===== src/rtl/ext_sbit_sequencer_if.sv =====
// ext_sbit_sequencer_if
//   Groups the configuration write port, the scan control port and the
//   registered S-bit channel outputs of ext_sbit_sequencer.
//   master : drives cfg_* / scan_* / dwell_i, observes the outputs
//   slave  : the sequencer itself
//   Ports (all synchronous to the sequencer clock):
//     cfg_wr_i, cfg_addr_i[2:0], cfg_mode_i[1:0], cfg_sel_i[4:0], cfg_ack_o
//     scan_en_i, scan_start_i, scan_mode_i[1:0], scan_cont_i, dwell_i[15:0]
//     sbit_mode_o[15:0], sbit_sel_o[39:0], busy_o, scan_done_o
interface ext_sbit_sequencer_if;
  logic        cfg_wr_i;
  logic [2:0]  cfg_addr_i;
  logic [1:0]  cfg_mode_i;
  logic [4:0]  cfg_sel_i;
  logic        cfg_ack_o;
  logic        scan_en_i;
  logic        scan_start_i;
  logic [1:0]  scan_mode_i;
  logic        scan_cont_i;
  logic [15:0] dwell_i;
  logic [15:0] sbit_mode_o;
  logic [39:0] sbit_sel_o;
  logic        busy_o;
  logic        scan_done_o;

  modport master (
    output cfg_wr_i, cfg_addr_i, cfg_mode_i, cfg_sel_i,
    output scan_en_i, scan_start_i, scan_mode_i, scan_cont_i, dwell_i,
    input  cfg_ack_o, sbit_mode_o, sbit_sel_o, busy_o, scan_done_o
  );

  modport slave (
    input  cfg_wr_i, cfg_addr_i, cfg_mode_i, cfg_sel_i,
    input  scan_en_i, scan_start_i, scan_mode_i, scan_cont_i, dwell_i,
    output cfg_ack_o, sbit_mode_o, sbit_sel_o, busy_o, scan_done_o
  );
endinterface


===== src/rtl/ext_sbit_sequencer.sv =====
// ext_sbit_sequencer
//   Drives eight external S-bit channel selectors either from a manual
//   configuration bank or from an automatic scan that sweeps all VFAT OR
//   inputs, eta rows or sectors eight at a time, holding each step for a
//   programmable dwell.
//   Ports:
//     clock      : system clock, rising edge
//     reset_n_i  : asynchronous active-low reset
//     bus        : ext_sbit_sequencer_if.slave (config write, scan control,
//                  registered channel mode/select outputs, busy/done)
//   Parameters:
//     NUM_VFATS  : number of VFAT OR inputs swept in mode 00 (<= 32)
//     GE21       : selects GE2/1 eta-row count (2) instead of 8
module ext_sbit_sequencer #(
  parameter int NUM_VFATS = 24,
  parameter bit GE21      = 1'b0
) (
  input logic                  clock,
  input logic                  reset_n_i,
  ext_sbit_sequencer_if.slave  bus
);

  typedef enum logic [2:0] {
    IDLE    = 3'd0,
    LOAD    = 3'd1,
    DWELL   = 3'd2,
    ADVANCE = 3'd3,
    DONE    = 3'd4
  } state_t;

  state_t      state_q;
  logic [5:0]  base_q;
  logic [15:0] cnt_q;
  logic [15:0] dwell_q;
  logic [1:0]  mode_q;
  logic        cont_q;

  // Manual bank kept in the same packed layout as the outputs.
  logic [15:0] bank_mode_q;
  logic [39:0] bank_sel_q;
  logic [15:0] bank_mode_nxt;
  logic [39:0] bank_sel_nxt;

  logic [15:0] step_mode;
  logic [39:0] step_sel;
  logic        start_ok;
  logic        more_steps;

  function automatic logic [6:0] scan_limit(input logic [1:0] m);
    case (m)
      2'b00:   return 7'(NUM_VFATS);
      2'b01:   return GE21 ? 7'd2 : 7'd8;
      default: return 7'd6;
    endcase
  endfunction

  // Bank contents including a write in the current cycle, so that a write
  // reaches the outputs in the same edge as it lands in the bank.
  always_comb begin
    bank_mode_nxt = bank_mode_q;
    bank_sel_nxt  = bank_sel_q;
    for (int k = 0; k < 8; k++) begin
      if (bus.cfg_wr_i && (bus.cfg_addr_i == 3'(k))) begin
        bank_mode_nxt[2*k +: 2] = bus.cfg_mode_i;
        bank_sel_nxt[5*k +: 5]  = bus.cfg_sel_i;
      end
    end
  end

  // Scan step: channel k looks at item base+k; items past the limit are off.
  always_comb begin
    logic [6:0] idx;
    idx       = '0;
    step_mode = '0;
    step_sel  = '0;
    for (int k = 0; k < 8; k++) begin
      idx = {1'b0, base_q} + 7'(k);
      if (idx < scan_limit(mode_q)) begin
        step_mode[2*k +: 2] = mode_q;
        step_sel[5*k +: 5]  = idx[4:0];
      end else begin
        step_mode[2*k +: 2] = 2'b11;
        step_sel[5*k +: 5]  = 5'd0;
      end
    end
  end

  assign start_ok   = bus.scan_start_i && bus.scan_en_i && (bus.scan_mode_i != 2'b11);
  assign more_steps = (({1'b0, base_q} + 7'd8) < scan_limit(mode_q));

  always_ff @(posedge clock or negedge reset_n_i) begin
    if (!reset_n_i) begin
      state_q         <= IDLE;
      base_q          <= '0;
      cnt_q           <= '0;
      dwell_q         <= '0;
      mode_q          <= 2'b11;
      cont_q          <= 1'b0;
      bank_mode_q     <= '1;
      bank_sel_q      <= '0;
      bus.sbit_mode_o <= '1;
      bus.sbit_sel_o  <= '0;
      bus.cfg_ack_o   <= 1'b0;
      bus.busy_o      <= 1'b0;
      bus.scan_done_o <= 1'b0;
    end else begin
      bank_mode_q     <= bank_mode_nxt;
      bank_sel_q      <= bank_sel_nxt;
      bus.cfg_ack_o   <= bus.cfg_wr_i;
      bus.scan_done_o <= 1'b0;

      if (state_q == IDLE) begin
        bus.sbit_mode_o <= bank_mode_nxt;
        bus.sbit_sel_o  <= bank_sel_nxt;
        if (start_ok) begin
          state_q    <= LOAD;
          base_q     <= '0;
          mode_q     <= bus.scan_mode_i;
          cont_q     <= bus.scan_cont_i;
          dwell_q    <= bus.dwell_i;
          bus.busy_o <= 1'b1;
        end
      end else if (!bus.scan_en_i) begin
        // Abort: straight back to manual outputs, no completion pulse.
        state_q         <= IDLE;
        bus.busy_o      <= 1'b0;
        bus.sbit_mode_o <= bank_mode_nxt;
        bus.sbit_sel_o  <= bank_sel_nxt;
      end else begin
        case (state_q)
          LOAD: begin
            state_q         <= DWELL;
            bus.sbit_mode_o <= step_mode;
            bus.sbit_sel_o  <= step_sel;
            cnt_q           <= dwell_q;
          end
          DWELL: begin
            if (cnt_q == 16'd0) begin
              state_q <= ADVANCE;
            end else begin
              cnt_q <= cnt_q - 16'd1;
            end
          end
          ADVANCE: begin
            if (more_steps) begin
              base_q  <= base_q + 6'd8;
              state_q <= LOAD;
            end else if (cont_q) begin
              base_q  <= '0;
              state_q <= LOAD;
            end else begin
              state_q         <= DONE;
              bus.scan_done_o <= 1'b1;
            end
          end
          DONE: begin
            state_q         <= IDLE;
            bus.busy_o      <= 1'b0;
            bus.sbit_mode_o <= bank_mode_nxt;
            bus.sbit_sel_o  <= bank_sel_nxt;
          end
          default: begin
            state_q    <= IDLE;
            bus.busy_o <= 1'b0;
          end
        endcase
      end
    end
  end

endmodule


===== src/flat_wrapper.sv =====
// flat-port wrapper written by rule: the top's interface ports become plain ports
module ext_sbit_sequencer_flat 
#(
  parameter int NUM_VFATS = 24,
  parameter bit GE21      = 1'b0
)
  (clock, reset_n_i, bus_cfg_wr_i, bus_cfg_addr_i, bus_cfg_mode_i, bus_cfg_sel_i, bus_scan_en_i, bus_scan_start_i, bus_scan_mode_i, bus_scan_cont_i, bus_dwell_i, bus_cfg_ack_o, bus_sbit_mode_o, bus_sbit_sel_o, bus_busy_o, bus_scan_done_o);
  ext_sbit_sequencer_if bus_i ();
  input logic clock;
  input logic reset_n_i;
  input wire logic [$bits(bus_i.cfg_wr_i)-1:0] bus_cfg_wr_i;
  input wire logic [$bits(bus_i.cfg_addr_i)-1:0] bus_cfg_addr_i;
  input wire logic [$bits(bus_i.cfg_mode_i)-1:0] bus_cfg_mode_i;
  input wire logic [$bits(bus_i.cfg_sel_i)-1:0] bus_cfg_sel_i;
  input wire logic [$bits(bus_i.scan_en_i)-1:0] bus_scan_en_i;
  input wire logic [$bits(bus_i.scan_start_i)-1:0] bus_scan_start_i;
  input wire logic [$bits(bus_i.scan_mode_i)-1:0] bus_scan_mode_i;
  input wire logic [$bits(bus_i.scan_cont_i)-1:0] bus_scan_cont_i;
  input wire logic [$bits(bus_i.dwell_i)-1:0] bus_dwell_i;
  output wire logic [$bits(bus_i.cfg_ack_o)-1:0] bus_cfg_ack_o;
  output wire logic [$bits(bus_i.sbit_mode_o)-1:0] bus_sbit_mode_o;
  output wire logic [$bits(bus_i.sbit_sel_o)-1:0] bus_sbit_sel_o;
  output wire logic [$bits(bus_i.busy_o)-1:0] bus_busy_o;
  output wire logic [$bits(bus_i.scan_done_o)-1:0] bus_scan_done_o;
  assign bus_i.cfg_wr_i = bus_cfg_wr_i;
  assign bus_i.cfg_addr_i = bus_cfg_addr_i;
  assign bus_i.cfg_mode_i = bus_cfg_mode_i;
  assign bus_i.cfg_sel_i = bus_cfg_sel_i;
  assign bus_i.scan_en_i = bus_scan_en_i;
  assign bus_i.scan_start_i = bus_scan_start_i;
  assign bus_i.scan_mode_i = bus_scan_mode_i;
  assign bus_i.scan_cont_i = bus_scan_cont_i;
  assign bus_i.dwell_i = bus_dwell_i;
  assign bus_cfg_ack_o = bus_i.cfg_ack_o;
  assign bus_sbit_mode_o = bus_i.sbit_mode_o;
  assign bus_sbit_sel_o = bus_i.sbit_sel_o;
  assign bus_busy_o = bus_i.busy_o;
  assign bus_scan_done_o = bus_i.scan_done_o;
  ext_sbit_sequencer #(.NUM_VFATS(NUM_VFATS), .GE21(GE21)) u_core (.clock(clock), .reset_n_i(reset_n_i), .bus(bus_i));
endmodule

===== config.mk =====
export PLATFORM = sky130hd
export DESIGN_NAME = ext_sbit_sequencer_flat
export DESIGN_NICKNAME = d
export VERILOG_FILES = /design/src/rtl/ext_sbit_sequencer_if.sv /design/src/rtl/ext_sbit_sequencer.sv /design/src/flat_wrapper.sv
export SDC_FILE = /design/constraint.sdc
export NUM_CORES = 1
export LEC_CHECK = 0
export BUFFER_PORTS_ARGS = -buffer_cell sky130_fd_sc_hd__buf_2
export CORE_MARGIN = 4
export CORE_UTILIZATION = 50
export CTS_CLUSTER_SIZE = 12
export DETAILED_ROUTE_END_ITERATION = 10
export PLACE_DENSITY = 0.71
export SLEW_MARGIN = 20
export SYNTH_ARGS = -nofsm -noshare
export SYNTH_HDL_FRONTEND = slang
export SYNTH_SLANG_ARGS = --single-unit

===== constraint.sdc =====
create_clock -name clock -period 3.4 [get_ports clock]
set_clock_uncertainty 0.15 [all_clocks]
set_input_delay 0.68 -clock clock [delete_from_list [all_inputs] [get_ports clock]]
set_output_delay 0.68 -clock clock [all_outputs]
set_load 0.02 [all_outputs]

After elaboration in Yosys (flattened, before gate mapping)
Index checks and enable logic that the tools add are counted.
{"block": "totals", "ff_bits": 159, "latchBits": 0, "mem_bits_rw": 0, "mem_bits_ro": 0, "input_bits": 34, "word_cells": 138, "mem_count": 0}
{"block": "classes", "n_addsub": 10, "multipliers": 0, "div": 0, "magnitude_cmp": 9, "n_eq_ne": 18, "shift": 0, "mux": 63, "bitwise": 1, "reduce_logical": 24}
{"operator": "2-to-1 mux 40 bit", "count": 2}
{"operator": "2-to-1 mux 5 bit", "count": 16}
{"operator": "case mux 40 bit (2 select lines)", "count": 1}
{"operator": "case mux 16 bit (2 select lines)", "count": 2}
{"operator": "< comparator 7 x 5 -> 1 bit", "count": 8}
{"operator": "2-to-1 mux 16 bit", "count": 3}
{"operator": "2-to-1 mux 6 bit", "count": 6}
{"operator": "2-to-1 mux 2 bit", "count": 16}
{"operator": "adder 6 x 3 -> 7 bit, second input constant", "count": 4}
{"operator": "2-to-1 mux 3 bit", "count": 6}
{"operator": "logical NOT 16 bit", "count": 1}
{"operator": "subtractor 16 x 1 -> 16 bit, second input constant", "count": 1}
{"operator": "== test 3 bit, second input constant", "count": 5}
{"operator": "adder 6 x 2 -> 7 bit, second input constant", "count": 2}
{"operator": "== test 3 x 2 -> 1 bit, second input constant", "count": 4}
{"operator": "logical AND 1 bit", "count": 10}
{"operator": "case mux 5 bit (2 select lines)", "count": 1}
{"operator": "2-to-1 mux 1 bit", "count": 9}
{"operator": "case mux 3 bit (3 select lines)", "count": 1}
{"operator": "AND reduction 4 bit", "count": 2}
{"operator": "adder 6 x 1 -> 7 bit, second input constant", "count": 1}
{"operator": "adder 6 x 4 -> 7 bit, second input constant", "count": 1}
{"operator": "adder 6 x 4 -> 6 bit, second input constant", "count": 1}
{"operator": "== test 3 x 1 -> 1 bit, second input constant", "count": 2}
{"operator": "14 further kinds", "count": 20}

Logic depth before layout (Yosys ltp)
Gate-level depths: netlist (run 1).
{"block": "logic_depth", "word_depth": 7, "mapped_depth": 8, "mapped_depth_nobuf": 7}

Worst setup path after synthesis (run 1)
No wires, ideal clock.
{"block": "synth_path", "path_kind": "register to register", "start": "reg u_core.mode_q[1]", "end": "reg u_core.base_q[3]", "setup_ns": 0.122, "t_arrival_ns": 2.211, "required_ns": 3.128, "slack_ns": 0.917, "stages_incl_launch_ff": 8, "n_path_buf": 1, "period_less_slack_ns": 2.483, "cell_sequence": "dfstp_2 -> clkbuf_1 -> inv_1 -> ha_1 -> a21o_1 -> a211oi_1 -> o21ai_0 -> a32o_1"}
{"block": "synth_between", "elab_chain_len": 7}
{"element": "start, declared", "line": "ext_sbit_sequencer.sv:35", "rtl": "logic [1:0] mode_q;"}
{"element": "start signal, assigned", "line": "ext_sbit_sequencer.sv:118", "rtl": "mode_q <= bus.scan_mode_i;"}
{"element": "== test 2 x 1 -> 1 bit or logical NOT 2 bit (tied branches)", "line": "ext_sbit_sequencer.sv:50", "rtl": "case (m)"}
{"element": "case mux 5 bit (2 select lines) (*)", "line": "ext_sbit_sequencer.sv:50"}
{"element": "< comparator 7 x 5 -> 1 bit (*)", "line": "ext_sbit_sequencer.sv:89", "rtl": "assign more_steps = (({1'b0, base_q} + 7'd8) < scan_limit(mode_q));"}
{"element": "2-to-1 mux 6 bit", "line": "ext_sbit_sequencer.sv:145", "rtl": "if (more_steps) begin"}
{"element": "2-to-1 mux 6 bit", "line": "ext_sbit_sequencer.sv:130", "rtl": "case (state_q)"}
{"element": "2-to-1 mux 6 bit", "line": "ext_sbit_sequencer.sv:123", "rtl": "end else if (!bus.scan_en_i) begin"}
{"element": "2-to-1 mux 6 bit", "line": "ext_sbit_sequencer.sv:112", "rtl": "if (state_q == IDLE) begin"}
{"element": "end signal, assigned", "line": "ext_sbit_sequencer.sv:146", "rtl": "base_q <= base_q + 6'd8;"}
{"element": "end, declared", "line": "ext_sbit_sequencer.sv:32", "rtl": "logic [5:0] base_q;"}
Every way passes the cells marked *; elsewhere a longest branch is shown, timed or not. The select of a mux whose other input is x is not followed.
A chain may end at the register's enable or synchronous reset.

Final worst setup path (run 1)
{"block": "layout_path", "start": "reg u_core.cnt_q[0]", "end": "reg u_core.cnt_q[7]"}
{"block": "layout_between", "elab_chain_len": 3}
{"element": "start, declared", "line": "ext_sbit_sequencer.sv:33", "rtl": "logic [15:0] cnt_q;"}
{"element": "start signal, assigned", "line": "ext_sbit_sequencer.sv:135", "rtl": "cnt_q <= dwell_q;"}
{"element": "start signal, assigned", "line": "ext_sbit_sequencer.sv:141", "rtl": "cnt_q <= cnt_q - 16'd1;"}
{"element": "subtractor 16 x 1 -> 16 bit or logical NOT 16 bit (tied branches)", "line": "ext_sbit_sequencer.sv:141, ext_sbit_sequencer.sv:138"}
{"element": "2-to-1 mux 16 bit or != test 2 bit (tied branches)"}
{"element": "case mux 16 bit (2 select lines) or AND reduction 4 bit (tied branches)"}
Parallel ways exist; a longest one is shown, timed or not. The select of a mux whose other input is x is not followed.

==> results of run 1 <==
==> sequential cells by signal, indices dropped and copies added (netlist names), 2 cells and up <==
name	flops
u_core.bank_sel_q	40
u_core.cnt_q	16
u_core.bus.sbit_mode_o	16
u_core.bus.sbit_sel_o	40
u_core.bank_mode_q	16
u_core.base_q	3
u_core.state_q	3
u_core.mode_q	2
u_core.dwell_q	16
==> critical path, stage by stage, from the launching register on <==
cell and delay (ns):
dfrtp_1 0.40, inv_1 0.09, ha_1 0.19, or4b_1 0.55, nor4_2 0.44, a31o_2 0.43
a21oi_1 0.07, o22a_1 0.21
==> power breakdown <==
group	total (uW)	switching, uW	internal [uW]
clock network	2080	729	1350
registers	2910	389	2520
logic	1890	1120	769
total	6880	2240	4640
==> worst min path at each step <==
stage | cells after the start | end | startpoint
after floorplan | 0 | u_core.bank_sel_q[0] | reset_n_i
after global placement | 1 | u_core.bank_sel_q[35] | u_core.bank_sel_q[35]
after detailed placement | 1 | u_core.bus.sbit_sel_o[20] | u_core.bus.sbit_sel_o[20]
after CTS | 1 | u_core.bus.cfg_ack_o | reset_n_i
after global routing | 1 | u_core.bus.cfg_ack_o | reset_n_i
final | 1 | u_core.bus.cfg_ack_o | reset_n_i
==> cell families after synthesis <==
| logic type | synth area share, % |
|---|---|
| xor+xnor | 0.130 |
| fa+ha+maj | 2.05 |
| mux | 12.6 |
| compound gates | 13.8 |
| flops | 58.7 |
| simple gates | 10.5 |
| buf+inv | 2.25 |
==> through the flow <==
step                      utilization (%)  setup WS (ns)  hold WS [ns]  instances
final                                61.1          0.750        0.0642        850
after global routing                 61.1          0.584        0.0941        850
after global placement               56.1          0.826         0.327        818
after detailed placement             56.1          0.713         0.329        818
after CTS                            61.1          0.791        0.0774        850
after floorplan                         -          0.917         0.234        568
==> layer usage <==
| layer | up-vias | GRT usage (%) | wire, microns |
|---|---|---|---|
| met5 | - | 0 | 0 |
| met4 | 0 | 9.86 | 454 |
| met3 | 32 | 5.22 | 985 |
| met2 | 161 | 35.2 | 7650 |
| met1 | 2465 | 28.8 | 6730 |
| li1 | 2262 | - | - |
==> layout by cell type, fill, tap and decap left out, drive strengths merged, types with 5 or more instances in the layout <==
master  count
dfrtp     122
buf       106
mux2       75
nor2       63
dfstp      34
o21ai      30
nand2      29
a21oi      28
clkbuf     20
o22ai      19
a22o       14
nor3       11
a31oi      11
ha         11
nand3       9
inv         8
a22oi       7
a221o       7
and3        5
bufinv      5
==> final cells by class <==
cell class                      instances  area (sq um)
Clock buffer                           20           467
Fill cell                            1052          5130
Inverter                                8          30.0
Sequential cell                       156          3950
Multi-Input combinational cell        372          2630
Clock inverter                         12           191
Timing Repair Buffer                  106           584
Tap cell                              176           220
==> results.json, run 1 <==
{
  "placed_area_sq_um": 7410,
  "crit_path_start": "u_core.cnt_q[0]",
  "overflow": 0,
  "cp.arrival_ns": 2.80,
  "syn_area_sq_um": 6720,
  "rsz0062_at_grt": "no",
  "drv_cap": 0,
  "postSynthCellCount": 568,
  "power.total_uw": 6880,
  "ys.flop_type": "dfrtp_1",
  "post-route-min-period_ns": 2.65,
  "core_area_sq_um": 13200,
  "setup_viol": 0,
  "rr_endpoint": "u_core.cnt_q[7]",
  "clk_path_buf_depth": 2,
  "holdBufCountCts": 0,
  "slew_headroom_pct": 41.6,
  "finalHoldViolCount": 0,
  "synth_top_area_cell": "dfrtp_1",
  "drt_iter0_drc": 372,
  "hold_path.class": "input pin to asynchronous set/reset pin",
  "fin_nets": 706,
  "critPathLaunchType": "flop",
  "yosysSeqAreaShare_pct": 58.7,
  "via_per_inst": 5.79,
  "post_cts_buffers": 0,
  "dp_hpwl_microns": 10900,
  "antenna_cells": 0,
  "clock_latency_ns": 0.42,
  "r2r_slack_ns": 0.75,
  "initial_core_util_pct": 50.9,
  "required_ns": 3.55,
  "postCtsResizedCells": 0,
  "synthTopCellsByCount": "dfrtp_1 (122), mux2_2 (75), nor2_1 (63)",
  "outcome": "complete, no violations",
  "grtUsageTotal_pct": 22.1,
  "grt_max_degree": 59,
  "crit_path_end": "u_core.cnt_q[7]",
  "worst_slew_pin_slew_ns": 0.874,
  "portBuffers": 92,
  "drc": 0,
  "finalInstanceArea_sq_um": 8060,
  "path_clk_slew_ns": 0.06,
  "cts_tree": "built",
  "power_density_nw_per_um2": 853,
  "h-tree-depth": 4,
  "synth_area_leaders": "dfrtp_1 (45%), dfstp_2 (13%), mux2_2 (13%)",
  "synth_top_cell_area_share_pct": 45.4,
  "yosysWarnings": 0,
  "synth_edf_count": 0,
  "antenna_found_initial": 0,
  "vias": 4920,
  "period_share_pct": 77.9,
  "syn_nets": 613,
  "cts_made_buffers": 17,
  "timing.setup.tns_ns": 0,
  "grt_pass1_wl_microns": 25800,
  "syn_to_final_growth_pct": 20.0,
  "yosys.cell_types.count": 53,
  "cts_sinks": 156,
  "slew_violations": 0,
  "cp-end-kind": "flop",
  "grt_pass1_vias": 4980,
  "syn_area_per_cell_sq_um": 11.8,
  "cp_max_fo": 15,
  "reg2reg_depth": 7,
  "wl_microns": 15800,
  "async_reset_ff_share_pct": 100,
  "fmax_ghz": 0.377,
  "p_leak_uw": 0.00364,
  "die_w_microns": 124,
  "place_congestion": 0.846,
  "die_h_microns": 124,
  "first_pass_iters": 7,
  "ir_worst_vdd_mv": 0.389,
  "ant_nets": 0,
  "wire_per_inst_microns": 18.6,
  "cts-root-buf": "clkbuf_16",
  "crit_type": "flop to flop",
  "synthMostInstantiatedCell": "dfrtp_1",
  "drive_gt1_share_pct": 38.3,
  "ys_seq_elements": 156,
  "rows": 42,
  "fp.dieArea_sq_um": 15400,
  "timing.rr.start": "u_core.cnt_q[0]",
  "pin_count": 93
}
Power figures use the tool's default switching activity.
==> run 2: changes to the inputs <==
Clock period 3.4 ns to 2.7 ns, I/O delays scaled along.
==> results.json, run 2 (same netlist as run 1, synthesis figures left out) <==
{
  "finalHoldViolCount": 0,
  "clk_path_buf_depth": 2,
  "fillers": 1071,
  "path_clk_slew_ns": 0.06,
  "multi_input_area_sq_um": 2630,
  "cts_sinks": 156,
  "rows": 42,
  "cp.arrival_ns": 2.64,
  "power.total_uw": 8250,
  "post_cts_buffers": 0,
  "crit_family": "simple AND/OR/NAND/NOR gates",
  "cp_slowest_cell": "or4b_1",
  "fp.dieArea_sq_um": 15400,
  "antenna_found_initial": 0,
  "ant_nets": 0,
  "outcome": "complete, no violations",
  "portBuffers": 92,
  "postCtsResizedCells": 0,
  "vias": 4939,
  "initial_core_util_pct": 50.9,
  "clock_latency_ns": 0.42,
  "pin_count": 93,
  "worst_slew_pin_slew_ns": 0.752,
  "place_congestion": 0.877,
  "grtUsageTotal_pct": 21.5,
  "core_area_sq_um": 13200,
  "critPathLaunchType": "flop",
  "final_common_cell": "dfrtp_1",
  "via_per_inst": 5.74,
  "worst-path-buf-inv": 1,
  "h-tree-depth": 4,
  "cts_tree": "built",
  "die_h_microns": 124,
  "rsz0062_at_grt": "no",
  "cts-root-buf": "clkbuf_16",
  "wire_per_inst_microns": 18.2,
  "cpPeakStageDelay_ns": 0.56,
  "drc": 0,
  "top_regs": "u_core.bank_sel_q x40, u_core.bus.sbit_sel_o x40",
  "grt_pass1_vias": 4918,
  "cts_made_buffers": 17,
  "ir_worst_vdd_mv": 0.665,
  "overflow": 0,
  "cp_max_fo": 15,
  "grt_max_degree": 55,
  "setup_ws_ns": 0.208,
  "dp_hpwl_microns": 10800,
  "required_ns": 2.84,
  "syn_to_final_growth_pct": 19.7,
  "finalInstanceArea_sq_um": 8040,
  "slew_violations": 0,
  "fin_nets": 717,
  "die_w_microns": 124,
  "placed_area_sq_um": 7490,
  "crit_type": "flop to flop",
  "fmax_ghz": 0.401,
  "slew_headroom_pct": 49.8,
  "final_cell_mix": "dfrtp_1 (122), buf_2 (91), mux2_2 (75)",
  "drive_gt1_share_pct": 38.8,
  "final_core_util_pct": 61.0,
  "seq_area_sq_um": 3950,
  "drt_iter0_drc": 397,
  "cp-end-kind": "flop",
  "antenna_cells": 0,
  "period_share_pct": 92.3,
  "dp_slack_ns": 0.236,
  "p_leak_uw": 0.00365,
  "drv_cap": 0,
  "hold_path.class": "input pin to flop",
  "wl_microns": 15700,
  "timing.setup.tns_ns": 0,
  "cp_cell_sequence": "inv_1, ha_1, or4b_1, nor4_2, a31o_2, a21oi_1, o22a_1",
  "first_pass_iters": 4,
  "post-route-min-period_ns": 2.49,
  "power_density_nw_per_um2": 1030,
  "grt_pass1_wl_microns": 25300,
  "setup_viol": 0
}
## run 2: cell types whose count changed in the layout (fill, tap and decap cells not counted), moves of 2 or more
cell,previous run,this run
buf_4,13,22
bufinv_16,5,0
inv_4,0,5
clkbuf_8,3,1
clkbuf_1,0,3
clkinvlp_4,3,1
## run 2: metal layers
layer	global-route usage, %	up-vias	share of wire, %
met5	0	-	0
met4	8.83	0	2.9
met1	29.6	2459	44
met2	33.6	164	48
met3	4.31	36	5.3
li1	-	2280	-
## run 2: timing repair
item / CTS / global route
hold buffers: 1 / 0
setup endpoints to repair: 0 / 0
endpoints found under the hold margin: 41 / 0
## run 2: through the flow
step / std cells / hold WS (ns)
2_1_floorplan: 568 / 0.0944
3_3_place_gp: 828 / 0.326
3_5_place_dp: 828 / 0.327
4_1_cts: 861 / 0.169
5_1_grt: 861 / 0.169
6_report: 861 / 0.188
## run 2: final cells by class
cell class | count | area share [%]
repair buffers | 117 | 8.48
multi-input cells | 372 | 32.6
clock buffers | 22 | 5.91
flip-flops and latches | 156 | 49.1
well taps | 176 | 2.74
clock inverters | 10 | 0.778
inverters | 8 | 0.373
## run 2: power by group
part	switching, uW	internal [uW]	leakage [uW]
registers	489	3170	0.00183
logic	1410	1020	0.00155
clock network	917	1250	0.000271
## run 2: path summary, 6_finish.rpt
kind                                           from                   endpoint  slack [ns]  depth (start not counted)
hold reg to reg            u_core.bus.sbit_sel_o[6]   u_core.bus.sbit_sel_o[6]        0.34                          1
max in group asynchronous                 reset_n_i     u_core.bank_mode_q[13]        1.13                          3
hold / removal                         bus_cfg_wr_i       u_core.bus.cfg_ack_o        0.19                          1
setup / recovery                    u_core.cnt_q[0]            u_core.cnt_q[7]        0.21                          7
setup reg to reg                    u_core.cnt_q[0]            u_core.cnt_q[7]        0.21                          7
min in group asynchronous                 reset_n_i  u_core.bus.sbit_sel_o[28]        0.51                          2
## run 2: worst reg2reg max path: stages (launching register included)
cell and delay [ns]:
dfrtp_1 0.39, inv_1 0.08, ha_1 0.19, or4b_1 0.57, nor4_2 0.30, a31o_2 0.42
a21oi_1 0.08, o22a_1 0.19
